**config.mk**
```make
export PLATFORM = sky130hd
export DESIGN_NAME = cdb_arbiter_flat
export DESIGN_NICKNAME = d
export VERILOG_FILES = /design/src/rtl/cdb_if.sv /design/src/rtl/cdb_arbiter.sv /design/src/flat_wrapper.sv
export SDC_FILE = /design/constraint.sdc
export NUM_CORES = 1
export LEC_CHECK = 0
export CAP_MARGIN = 20
export CORE_ASPECT_RATIO = 0.5
export CORE_MARGIN = 5
export CORE_UTILIZATION = 30
export DETAILED_ROUTE_END_ITERATION = 7
export HOLD_SLACK_MARGIN = 0.05
export PLACE_DENSITY = 0.85
export SYNTH_ARGS = -nofsm -noshare
export SYNTH_HDL_FRONTEND = slang
export SYNTH_SLANG_ARGS = --single-unit
```
**constraint.sdc**
```tcl
create_clock -name clk -period 2.3 [get_ports clk]
set_input_delay 0.46 -clock clk [delete_from_list [all_inputs] [get_ports clk]]
set_output_delay 0.46 -clock clk [all_outputs]
set_load 0.01 [all_outputs]
```
**src/rtl/cdb_if.sv**
```systemverilog
// Result-bus bundle between three execution units, the ROB stall line and the
// common data bus arbiter. master = unit/ROB side, slave = arbiter side.
interface cdb_if #(
  parameter int DATA_W = 64,
  parameter int TAG_W  = 4,
  parameter int ROB_W  = 2
);
  logic              add_req,   mul_req,   ld_req;
  logic [TAG_W-1:0]  add_tag,   mul_tag,   ld_tag;
  logic [DATA_W-1:0] add_data,  mul_data,  ld_data;
  logic [ROB_W-1:0]  add_rob,   mul_rob,   ld_rob;
  logic              stall;
  logic              add_grant, mul_grant, ld_grant;
  logic              cdb_valid;
  logic [TAG_W-1:0]  cdb_id;
  logic [DATA_W-1:0] cdb_data;
  logic [ROB_W-1:0]  cdb_rob;

  modport master (
    output add_req, mul_req, ld_req, add_tag, mul_tag, ld_tag,
           add_data, mul_data, ld_data, add_rob, mul_rob, ld_rob, stall,
    input  add_grant, mul_grant, ld_grant, cdb_valid, cdb_id, cdb_data, cdb_rob
  );

  modport slave (
    input  add_req, mul_req, ld_req, add_tag, mul_tag, ld_tag,
           add_data, mul_data, ld_data, add_rob, mul_rob, ld_rob, stall,
    output add_grant, mul_grant, ld_grant, cdb_valid, cdb_id, cdb_data, cdb_rob
  );
endinterface

```
**src/rtl/cdb_arbiter.sv**
```systemverilog
// Round-robin arbiter for add/mul/ld results onto a single registered CDB.
// Grants are combinational; the broadcast appears exactly one cycle later.
module cdb_arbiter #(
  parameter int DATA_W = 64,
  parameter int TAG_W  = 4,
  parameter int ROB_W  = 2
) (
  input logic   clk,
  input logic   rst_n,
  cdb_if.slave  bus
);
  localparam int NUM_REQ = 3;

  logic [NUM_REQ-1:0]             req_a, elig;
  logic [NUM_REQ-1:0][TAG_W-1:0]  tag_a;
  logic [NUM_REQ-1:0][DATA_W-1:0] data_a;
  logic [NUM_REQ-1:0][ROB_W-1:0]  rob_a;

  assign req_a  = {bus.ld_req,  bus.mul_req,  bus.add_req};
  assign tag_a  = {bus.ld_tag,  bus.mul_tag,  bus.add_tag};
  assign data_a = {bus.ld_data, bus.mul_data, bus.add_data};
  assign rob_a  = {bus.ld_rob,  bus.mul_rob,  bus.add_rob};

  // Tag 0 means "no tag": such a request is never eligible.
  for (genvar i = 0; i < NUM_REQ; i++) begin : g_elig
    assign elig[i] = req_a[i] && (tag_a[i] != '0);
  end

  logic [1:0]        ptr_q, ptr_d;
  logic              valid_q, valid_d;
  logic [TAG_W-1:0]  id_q, id_d;
  logic [DATA_W-1:0] data_q, data_d;
  logic [ROB_W-1:0]  rob_q, rob_d;

  logic [NUM_REQ-1:0] gnt;
  logic [1:0]         win, idx;
  logic [2:0]         sum;
  logic               found;

  always_comb begin
    found = 1'b0;
    win   = '0;
    sum   = '0;
    idx   = '0;
    // Scan from the pointer, wrapping mod 3; first eligible requester wins.
    for (int k = 0; k < NUM_REQ; k++) begin
      sum = {1'b0, ptr_q} + 3'(k);
      idx = (sum >= 3'd3) ? 2'(sum - 3'd3) : sum[1:0];
      if (!found && elig[idx]) begin
        found = 1'b1;
        win   = idx;
      end
    end

    gnt = '0;
    if (found && !bus.stall && rst_n) gnt = 3'(3'b001 << win);

    ptr_d = ptr_q;
    if (|gnt) ptr_d = (win == 2'd2) ? 2'd0 : win + 2'd1;

    valid_d = |gnt;
    id_d    = '0;
    data_d  = '0;
    rob_d   = '0;
    if (|gnt) begin
      id_d   = tag_a[win];
      data_d = data_a[win];
      rob_d  = rob_a[win];
    end
  end

  always_ff @(posedge clk or negedge rst_n) begin
    if (!rst_n) begin
      ptr_q   <= '0;
      valid_q <= 1'b0;
      id_q    <= '0;
      data_q  <= '0;
      rob_q   <= '0;
    end else begin
      ptr_q   <= ptr_d;
      valid_q <= valid_d;
      id_q    <= id_d;
      data_q  <= data_d;
      rob_q   <= rob_d;
    end
  end

  assign bus.add_grant = gnt[0];
  assign bus.mul_grant = gnt[1];
  assign bus.ld_grant  = gnt[2];
  assign bus.cdb_valid = valid_q;
  assign bus.cdb_id    = id_q;
  assign bus.cdb_data  = data_q;
  assign bus.cdb_rob   = rob_q;
endmodule

```
**src/flat_wrapper.sv**
```systemverilog
// flat-port wrapper written by rule: the top's interface ports become plain ports
module cdb_arbiter_flat 
#(
  parameter int DATA_W = 64,
  parameter int TAG_W  = 4,
  parameter int ROB_W  = 2
)
  (clk, rst_n, bus_add_req, bus_mul_req, bus_ld_req, bus_add_tag, bus_mul_tag, bus_ld_tag, bus_add_data, bus_mul_data, bus_ld_data, bus_add_rob, bus_mul_rob, bus_ld_rob, bus_stall, bus_add_grant, bus_mul_grant, bus_ld_grant, bus_cdb_valid, bus_cdb_id, bus_cdb_data, bus_cdb_rob);
  cdb_if #(.DATA_W(DATA_W), .TAG_W(TAG_W), .ROB_W(ROB_W)) bus_i ();
  input logic clk;
  input logic rst_n;
  input wire logic [$bits(bus_i.add_req)-1:0] bus_add_req;
  input wire logic [$bits(bus_i.mul_req)-1:0] bus_mul_req;
  input wire logic [$bits(bus_i.ld_req)-1:0] bus_ld_req;
  input wire logic [$bits(bus_i.add_tag)-1:0] bus_add_tag;
  input wire logic [$bits(bus_i.mul_tag)-1:0] bus_mul_tag;
  input wire logic [$bits(bus_i.ld_tag)-1:0] bus_ld_tag;
  input wire logic [$bits(bus_i.add_data)-1:0] bus_add_data;
  input wire logic [$bits(bus_i.mul_data)-1:0] bus_mul_data;
  input wire logic [$bits(bus_i.ld_data)-1:0] bus_ld_data;
  input wire logic [$bits(bus_i.add_rob)-1:0] bus_add_rob;
  input wire logic [$bits(bus_i.mul_rob)-1:0] bus_mul_rob;
  input wire logic [$bits(bus_i.ld_rob)-1:0] bus_ld_rob;
  input wire logic [$bits(bus_i.stall)-1:0] bus_stall;
  output wire logic [$bits(bus_i.add_grant)-1:0] bus_add_grant;
  output wire logic [$bits(bus_i.mul_grant)-1:0] bus_mul_grant;
  output wire logic [$bits(bus_i.ld_grant)-1:0] bus_ld_grant;
  output wire logic [$bits(bus_i.cdb_valid)-1:0] bus_cdb_valid;
  output wire logic [$bits(bus_i.cdb_id)-1:0] bus_cdb_id;
  output wire logic [$bits(bus_i.cdb_data)-1:0] bus_cdb_data;
  output wire logic [$bits(bus_i.cdb_rob)-1:0] bus_cdb_rob;
  assign bus_i.add_req = bus_add_req;
  assign bus_i.mul_req = bus_mul_req;
  assign bus_i.ld_req = bus_ld_req;
  assign bus_i.add_tag = bus_add_tag;
  assign bus_i.mul_tag = bus_mul_tag;
  assign bus_i.ld_tag = bus_ld_tag;
  assign bus_i.add_data = bus_add_data;
  assign bus_i.mul_data = bus_mul_data;
  assign bus_i.ld_data = bus_ld_data;
  assign bus_i.add_rob = bus_add_rob;
  assign bus_i.mul_rob = bus_mul_rob;
  assign bus_i.ld_rob = bus_ld_rob;
  assign bus_i.stall = bus_stall;
  assign bus_add_grant = bus_i.add_grant;
  assign bus_mul_grant = bus_i.mul_grant;
  assign bus_ld_grant = bus_i.ld_grant;
  assign bus_cdb_valid = bus_i.cdb_valid;
  assign bus_cdb_id = bus_i.cdb_id;
  assign bus_cdb_data = bus_i.cdb_data;
  assign bus_cdb_rob = bus_i.cdb_rob;
  cdb_arbiter #(.DATA_W(DATA_W), .TAG_W(TAG_W), .ROB_W(ROB_W)) u_core (.clk(clk), .rst_n(rst_n), .bus(bus_i));
endmodule
```
==> metrics, run 1 <==
result of the run finished with violations; failing checks negative setup slack; share of layout cells above drive strength 1 16.6%; Final Hold Vio Count 0; Pre-antenna DRT Iters 7; Worst R2R Start u_core.ptr_q[0]$_DFFE_PN0P_; Rel. slew slack 34.9%; final setup margin -0.233 ns; Ys Warns 0; setup TNS -0.678 ns; R2R setup slack 0.07 ns; wire length per cell 20.6 µm; ant diodes 0; Yosys reg bits 73; Met2 Routed Length 9460 µm; Hold/Removal Path Class in -> async; IO buf count 289; worst skew pair latency 0.32 ns; grt total ovfl 0; Crit. End Element output port; DR vias 4362; Avg Inst Size Synth 9.97 µm²; CP max FO 3; top routing layer in use met4; fin cells 835; wire length of the first global-routing pass 25500 µm; maximum clock rate 0.395 GHz; Post-Syn Nets 571; # IOs 290; worst slack, placed -1.08 ns; clock transition at the registers of the reported paths 0.06 ns; Req. time, crit path 1.84 ns; P_leak 3.10 nW; CP Launch Point bus_mul_tag[2]; Final setup viols 3; Nets 883; vias per cell 5.22; Fin Clk Skew 0.00475 ns; GP Congestion 0.885; core footprint 11600 µm²; R2R cell count 9; WL final 17200 µm; Worst IR Drop VDD 0.000528 V; reg2reg end u_core.bus.cdb_id[3]$_DFF_PN0_; Cells after DPL 803; Clk Tree Root Cell clkbuf_16; Synth Instances 353; GRT Overall Usage 23.1%; Cell Area, Synth 3520 µm²; maximum root-to-sink buffer count 2; Power Density 924 nW/µm²; post-route minimum period 2.53 ns; row count 28; CP endpoint bus_add_grant; Clock Sinks 73; Worst Tran Pin Value 0.976 ns; Die Footprint 14100 µm²; vias in the first global route 4663; sequential share of the synthesized area 51.9%; initial core utilization 30.3%; Final Max Tran Viols 0; Max-Cap Viols 0; Routed Antenna Nets 0; post-route clock period utilization 110%; CP startpoint kind input pin; largest net degree at the start of global routing 74; Worst Path Class, Setup in -> out; H-tree depth 3; Metal-1 WL 6520 µm; CTS Buf Count 9; Die Ht 86.6 µm; post-DP HPWL 12200 µm; die width 163 µm; RSZ-0062 raised after global routing yes; DRC Markers 0; initial antenna violation count 0; Layout Area Growth over Synthesis 112%; Met3 Wirelength 821 µm; Arr. time, crit path 2.07 ns; 1st-iter DRT viols 361; CTS tree built; Cell variety after synth 28
==> critical path, stage by stage <==
cell and delay (ns):
dlygate4sd2_1 0.27, o41a_1 0.46, nor2b_4 0.15, or4_4 0.45
nand2_2 0.10, nor2_1 0.04, buf_2 0.15
==> power by group <==
group          switching [mW]  leakage [nW]  internal, mW
combinational            1.89          1.95          1.91
sequential             0.0775         0.993          1.51
clock                   0.519         0.159         0.978
==> placed cells by master, fill, tap and decap left out, types with 3 or more instances in the layout <==
cell,instances
dfrtp_1,73
a21oi_1,64
buf_2,5
buf_12,5
buf_4,33
nand3_1,71
a22oi_1,54
dlygate4sd2_1,10
a21oi_2,6
clkbuf_16,10
buf_16,3
a22oi_2,16
buf_6,8
clkdlybuf4s50_1,270
==> synth_stat cells <==
cell        n  area [µm²]
or4_1       1        7.51
o41ai_2     1        16.3
dfrtp_1    73        1830
nand3_1    71         355
inv_1       3        11.3
nand2_1     2        7.51
o2111ai_2   1        15.0
a21oi_1    70         350
buf_2      16        80.1
o41a_1      2        22.5
nor4_2      1        12.5
buf_6       7        78.8
buf_4       1        7.51
nor2b_1     2        12.5
nand4_1     1        6.26
a32oi_1     1        8.76
o41ai_1     1        8.76
a211oi_1    1        7.51
a22oi_1    70         526
nor2_1      4        15.0
mux2i_1     2        20.0
o2111a_1    1        11.3
o32ai_1     1        8.76
ha_1        2        25.0
maj3_1      1        10.0
clkbuf_1   15        56.3
o211ai_1    1        7.51
and3_1      1        6.26
==> sequential cells by signal, summed over array words and instances, names as in the netlist <==
register,count
u_core.bus.cdb_valid,1
u_core.bus.cdb_rob,2
u_core.bus.cdb_id,4
u_core.ptr_q,2
u_core.bus.cdb_data,64
==> stage by stage <==
step | util (%) | hold slack [ns] | area, µm² | total power, mW
after detailed placement | 57.8 | 0.642 | 6720 | 4.72
after CTS | 63.0 | 0.416 | 7330 | 6.69
final | 64.1 | 0.355 | 7450 | 6.89
after global routing | 64.1 | 0.420 | 7450 | 7.28
after global placement | 57.8 | 0.631 | 6720 | 4.62
after floorplan | - | 0.164 | 3530 | 3.21
==> logic make-up (layout without fill, tap and decap cells) <==
| group | Yosys count | count (layout) | synth area share (%) |
|---|---|---|---|
| AOI/OAI and AO/OA | 150 | 150 | 27.9 |
| and+or+nand+nor | 83 | 83 | 12.0 |
| DFF | 73 | 73 | 51.9 |
| buffers and inverters | 42 | 359 | 6.65 |
| adders and majority gates | 3 | 3 | 0.995 |
| muxes | 2 | 2 | 0.569 |
==> per-layer routing <==
metal,up-vias,GRT usage [%]
li1,1978,-
met1,2166,27.2
met2,183,43.8
met3,35,4.42
met4,0,6.01
met5,-,0
==> worst min-delay path by stage <==
stage	startpoint	to	slack, ns	cells past startpoint
6_report	rst_n	u_core.bus.cdb_rob[0]$_DFF_PN0_	0.35	2
2_1_floorplan	rst_n	u_core.bus.cdb_data[0]$_DFF_PN0_	0.16	0
3_5_place_dp	u_core.ptr_q[1]$_DFFE_PN0P_	u_core.ptr_q[1]$_DFFE_PN0P_	0.64	3
4_1_cts	rst_n	u_core.bus.cdb_data[2]$_DFF_PN0_	0.42	2
5_1_grt	bus_add_tag[1]	u_core.bus.cdb_id[1]$_DFF_PN0_	0.42	3
3_3_place_gp	u_core.ptr_q[1]$_DFFE_PN0P_	u_core.ptr_q[1]$_DFFE_PN0P_	0.63	3
==> final cells by class <==
class / count / area, µm²
Multi-Input combinational cell: 238 / 1670
Timing Repair Buffer: 340 / 3420
Inverter: 3 / 11.3
Clock buffer: 11 / 243
Clock inverter: 5 / 78.8
Tap cell: 165 / 206
Fill cell: 960 / 4180
Sequential cell: 73 / 1830
==> what timing repair did <==
action | 4_1_cts | 5_1_grt
gates resized for setup | 76 | 21
hold endpoints to repair | 0 | 0
gates cloned | 3 | 1
hold buffers | 0 | 0
endpoints found under the setup margin | 76 | 75
pin swaps | 22 | 7
buffers inserted | 12 | 4
No activity file was read; power rests on OpenSTA's default activity.
==> run 2, diff against run 1 <==
--- a/config.mk
+++ b/config.mk
@@ -5,13 +5,14 @@
 export SDC_FILE = /design/constraint.sdc
 export NUM_CORES = 1
 export LEC_CHECK = 0
+export ABC_AREA = 1
 export CAP_MARGIN = 20
 export CORE_ASPECT_RATIO = 0.5
 export CORE_MARGIN = 5
-export CORE_UTILIZATION = 30
+export CORE_UTILIZATION = 32
 export DETAILED_ROUTE_END_ITERATION = 7
 export HOLD_SLACK_MARGIN = 0.05
-export PLACE_DENSITY = 0.85
+export PLACE_DENSITY = 0.86
 export SYNTH_ARGS = -nofsm -noshare
 export SYNTH_HDL_FRONTEND = slang
 export SYNTH_SLANG_ARGS = --single-unit
==> run 2 against run 1 <==
The flow still finishes with violations (negative setup slack). Non-clock buffer count down 19. Count of clock-buffer cells in the layout unchanged. Via count grew 14%. Worst setup slack got worse by 0.044 ns. Sequential power grew 14%.
==> metrics, run 2 <==
Clk Tree Root Cell clkbuf_16; Final Hold Slack 0.420 ns; leading area contributor after synthesis dfrtp_1; Post-synth ARST share 100%; DRC Markers 0; Arr. time, crit path 2.12 ns; most common cell in the synthesized netlist nand2_1; CTS tree built; Worst IR Drop VDD 0.000950 V; CP max FO 5; maximum clock rate 0.388 GHz; Cell variety after synth 17; # IOs 290; Layout Area Growth over Synthesis 93.8%; commonest non-fill, non-tap cells in the layout nand2_1 (288), clkdlybuf4s50_1 (276), dfrtp_1 (73), a21oi_1 (69), inv_1 (52); Synth Instances 584; largest net degree at the start of global routing 74; Final setup viols 29; post-route clock period utilization 112%; Worst Tran Pin Value 0.953 ns; Max-Cap Viols 0; ys flop type dfrtp_1; Avg Inst Size Synth 6.80 µm²; post-layout util 64.2%; post-DP HPWL 13100 µm; core footprint 12000 µm²; initial core utilization 33.1%; wire length of the first global-routing pass 25900 µm; Cells after DPL 1025; Fin Clk Skew 0.00433 ns; clock transition at the registers of the reported paths 0.06 ns; sequential share of the synthesized area 46.0%; failing checks negative setup slack; Post-Syn Nets 802; Hold/Removal Path Class in -> async; Routed Antenna Nets 0; CP startpoint kind register; worst skew pair latency 0.33 ns; Ys Warns 0; Yosys reg bits 73; maximum root-to-sink buffer count 2; H-tree depth 3; result of the run finished with violations; initial antenna violation count 1; Nets 1102; Final Max Tran Viols 0; synth top area cells dfrtp_1 (46%), nand2_1 (28%), a21oi_1 (8.9%), inv_1 (5.6%), nand3_1 (3.5%); EDFF count, synth 0; Rel. slew slack 36.5%; GP Congestion 0.991; Synth top area share 46.0%; GR Util met3 4.19%; Die Footprint 14900 µm²; Die Ht 88.8 µm; Most Used Layer, Global Route met2; DR vias 4959; grt total ovfl 0; GRT Overall Usage 22.3%; vias per cell 4.71; post-route minimum period 2.58 ns; wire length per cell 17.8 µm; Crit. End Element output port; Req. time, crit path 1.84 ns; CP Launch Point u_core.ptr_q[0]$_DFFE_PN0P_; WL final 18800 µm; row count 28; die width 168 µm; Clock Sinks 73; final setup margin -0.276 ns; Final Hold Vio Count 0; fin cells 1053; IO buf count 289; Power Density 1330 nW/µm²; Commonest cells post-synth nand2_1 (297), dfrtp_1 (73), a21oi_1 (71), inv_1 (59), nand3_1 (28); 1st-iter DRT viols 340; GR Util met2 42.0%; RSZ-0062 raised after global routing yes; M1 GR Usage 25.0%; Worst R2R Start u_core.ptr_q[0]$_DFFE_PN0P_; setup TNS -1.96 ns; CTS Buf Count 9; Worst Path Class, Setup reg -> out; P_leak 3.70 nW; vias in the first global route 4937; most common cell after layout, fill and taps aside nand2_1; Pre-antenna DRT Iters 5; hold bufs inserted after CTS 0; Largest register FFs 64; share of layout cells above drive strength 1 9.58%; Cell Area, Synth 3970 µm²
-- run 2: cell types whose count changed after synthesis, moves of 7 or more --
cell and delta:
nand2_1 +295, a22oi_1 -70, inv_1 +56, nand3_1 -43, buf_6 -7
-- run 2: cell type report --
| class | count | area, µm² |
|---|---|---|
| Fill cell | 1041 | 4280 |
| Clock inverter | 3 | 42.5 |
| Inverter | 59 | 226 |
| Timing Repair Buffer | 321 | 3240 |
| Antenna cell | 1 | 2.50 |
| Multi-Input combinational cell | 420 | 1910 |
| Clock buffer | 11 | 243 |
| Sequential cell | 73 | 1830 |
| Tap cell | 165 | 206 |
-- run 2: worst max-delay path, stage by stage (launching register included) --
cell and delay, ns:
dfrtp_1 0.41, buf_6 0.14, ha_4 0.16, buf_6 0.12
o21ai_4 0.16, nand2_4 0.10, buf_6 0.12, nand4_1 0.13
nand3_4 0.13, inv_4 0.11, nand2_4 0.06, inv_2 0.06
buf_6 0.09
-- run 2: kinds of logic (layout without fill, tap and decap cells) --
kind of cell	after synthesis	after routing	synth area share, %
compound gates	76	76	9.67
fa+ha+maj	2	2	0.630
buf+inv	91	394	9.77
flops	73	73	46.0
other cells	0	1	0
simple gates	342	342	33.9
-- run 2: metrics by stage --
| stage | cell area [µm²] | power, mW | worst slack [ns] |
|---|---|---|---|
| 6_report | 7700 | 10.2 | -0.276 |
| 2_1_floorplan | 3970 | 5.37 | 0.0231 |
| 5_1_grt | 7700 | 11.0 | -0.345 |
| 3_5_place_dp | 7060 | 7.53 | -0.756 |
| 4_1_cts | 7510 | 9.28 | -0.192 |
| 3_3_place_gp | 7060 | 7.40 | -0.676 |
-- run 2: repair_timing --
action                                  4_1_cts  5_1_grt
buffers inserted                              8        3
resized for setup                            54       26
endpoints found under the setup margin       73       73
pin swaps                                    19       14
cloned                                        0        3
hold endpoints to repair                      0        0
-- run 2: worst paths after layout --
check                                               endpoint  slack [ns]  depth (start not counted)
setup / recovery                               bus_add_grant       -0.28                         12
hold / removal              u_core.bus.cdb_data[0]$_DFF_PN0_        0.42                          2
setup reg to reg           u_core.bus.cdb_data[31]$_DFF_PN0_       -0.15                         13
hold reg to reg                  u_core.ptr_q[1]$_DFFE_PN0P_        0.80                          3
max in group asynchronous  u_core.bus.cdb_data[29]$_DFF_PN0_        1.26                          2
min in group clk              u_core.bus.cdb_id[1]$_DFF_PN0_        0.46                          3
-- run 2: metal layers --
layer | routed length (µm) | up-vias
li1 | - | 2386
met1 | 7110 | 2297
met2 | 9940 | 211
met3 | 817 | 65
met4 | 904 | 0
met5 | 0 | -
-- run 2: report_power, final --
part	total, mW	leakage (nW)	internal [mW]	switching (mW)
logic	7.04	2.57	2.92	4.11
registers	1.81	0.992	1.68	0.133
clock network	1.37	0.137	0.855	0.510
total	10.2	3.70	5.46	4.76
==> run 3, diff against run 2 <==
--- a/config.mk
+++ b/config.mk
@@ -13,6 +13,8 @@
 export DETAILED_ROUTE_END_ITERATION = 7
 export HOLD_SLACK_MARGIN = 0.05
 export PLACE_DENSITY = 0.86
+export SKIP_LAST_GASP = 1
 export SYNTH_ARGS = -nofsm -noshare
 export SYNTH_HDL_FRONTEND = slang
 export SYNTH_SLANG_ARGS = --single-unit
+export TNS_END_PERCENT = 10
==> run 3 against run 2 <==
The run still ends with negative setup slack left. Sequential power about the same. Clock power is essentially flat. Worst hold slack worse by 0.0031 ns. Non-clock buffer count decreased by 2. Sequential share of layout area rose by 0.35 points. Maximum frequency is 1.6% higher. Largest power group unchanged. Wire length is 5.3% lower. Critical path type unchanged. Via count fell by 0.81%. Register-to-register slack got worse by 0.02 ns. Critical endpoint unchanged.
==> metrics, run 3 (synthesis gave the netlist of run 2 again) <==
result of the run finished with violations; failing checks negative setup slack; most common cell after layout, fill and taps aside nand2_1; die width 168 µm; Die Ht 88.8 µm; Routed Antenna Nets 0; final setup margin -0.236 ns; share of layout cells above drive strength 1 9.27%; design area 7590 µm²; Clock power frac 14.3%; Final Hold Vio Count 0; fin cells 1051; GP Congestion 0.991; Die Footprint 14900 µm²; sequential share of power 19.0%; vias per cell 4.68; wire length per cell 16.9 µm; core footprint 12000 µm²; Worst Tran Pin Value 0.945 ns; H-tree depth 3; largest net degree at the start of global routing 74; Fill cells 1059; Rel. slew slack 37.0%; Pre-antenna DRT Iters 5; Final setup viols 73; initial core utilization 33.1%; Clock Sinks 73; GRT Overall Usage 22.3%; P_leak 3.65 nW; Cells after DPL 1025; CTS tree built; CP max FO 4; Layout Area Growth over Synthesis 91.0%; Arr. time, crit path 2.08 ns; post-route minimum period 2.54 ns; hold bufs inserted after CTS 0; initial antenna violation count 1; post-DP HPWL 13100 µm; CTS Buf Count 9; grt total ovfl 0; wire length of the first global-routing pass 25900 µm; logic gate share of total power 66.6%; worst skew pair latency 0.33 ns; Final Max Tran Viols 0; Pwr Total 9.48 mW; WL final 17800 µm; switch share 46.7%; Largest register FFs 64; worst slack, placed -0.756 ns; clock transition at the registers of the reported paths 0.05 ns; # IOs 290; Req. time, crit path 1.84 ns; Worst Path Class, Setup reg -> out; Hold/Removal Path Class in -> async; Nets 1100; Clk Tree Root Cell clkbuf_16; post-route clock period utilization 110%; Crit. End Element output port; Power Internal 5.05 mW; 1st-iter DRT viols 329; CP startpoint kind register; row count 28; Max-Cap Viols 0; Net Sw Power 4.43 mW; placed inst area 7060 µm²; DR vias 4919; IO buf count 289; RSZ-0062 raised after global routing yes; DRC Markers 0; Power Density 1250 nW/µm²; vias in the first global route 4937; Fin Clk Skew 0.00352 ns; maximum clock rate 0.394 GHz; Worst IR Drop VDD 0.00124 V; setup TNS -6.07 ns; maximum root-to-sink buffer count 2; commonest non-fill, non-tap cells in the layout nand2_1 (288), clkdlybuf4s50_1 (276), dfrtp_1 (73), a21oi_1 (70), inv_1 (52)
run 3: worst paths after layout:
kind                                             start                           endpoint  slack (ns)  depth (start not counted)
min in group clk                        bus_add_tag[1]     u_core.bus.cdb_id[1]$_DFF_PN0_        0.46                          3
hold reg to reg            u_core.ptr_q[1]$_DFFE_PN0P_        u_core.ptr_q[1]$_DFFE_PN0P_        0.77                          3
setup reg to reg           u_core.ptr_q[0]$_DFFE_PN0P_  u_core.bus.cdb_data[31]$_DFF_PN0_       -0.17                         13
max in group asynchronous                        rst_n  u_core.bus.cdb_data[62]$_DFF_PN0_        1.27                          2
setup / recovery           u_core.ptr_q[0]$_DFFE_PN0P_                      bus_add_grant       -0.24                         12
hold / removal                                   rst_n     u_core.bus.cdb_id[2]$_DFF_PN0_        0.42                          2
run 3: timing repair:
item                       CTS  global route
gates resized for setup     54            16
pin swaps                   19            14
setup endpoints to repair   73            73
setup buffers                8             3
run 3: per-layer routing:
| metal | GRT usage, % | part of all wire (%) |
|---|---|---|
| met1 | 25.0 | 37 |
| met5 | 0 | 0 |
| met3 | 4.19 | 4.6 |
| met2 | 42.0 | 54 |
| met4 | 10.5 | 4.3 |
run 3: critical path, cell delays in order, from the launching register on:
cell and delay (ns):
dfrtp_1 0.39, inv_2 0.08, ha_4 0.31, inv_4 0.06
nand3_2 0.07, nand2_2 0.08, a21oi_4 0.17, nand4_1 0.18
nand2_4 0.14, nor2_4 0.06, nand2_4 0.07, inv_2 0.04
buf_6 0.11
run 3: power groups by stage:
stage	Clock, mW	Sequential [mW]	Combinational, mW
finish	1.36	1.81	6.32
CTS	1.40	1.81	6.08
global route	1.46	1.84	6.96
floorplan	0	2.01	3.36
global placement	0	1.80	5.60
detailed placement	0	1.82	5.71
run 3: stage by stage:
step           hold slack, ns  util (%)
6_report                0.417      63.3
2_1_floorplan           0.164         -
5_1_grt                 0.467      63.3
3_5_place_dp            0.682      58.9
4_1_cts                 0.466      62.7
3_3_place_gp            0.673      58.9
run 3: final cells by class:
type,count,area [µm²],share of cell area [%]
clock buffer,11,243,3.20
tap,165,206,2.72
inverter,59,226,2.99
antenna,1,2.50,0.0330
multi-input combinational,420,1910,25.2
sequential,73,1830,24.1
timing repair buffer,319,3130,41.3
clock inverter,3,42.5,0.561
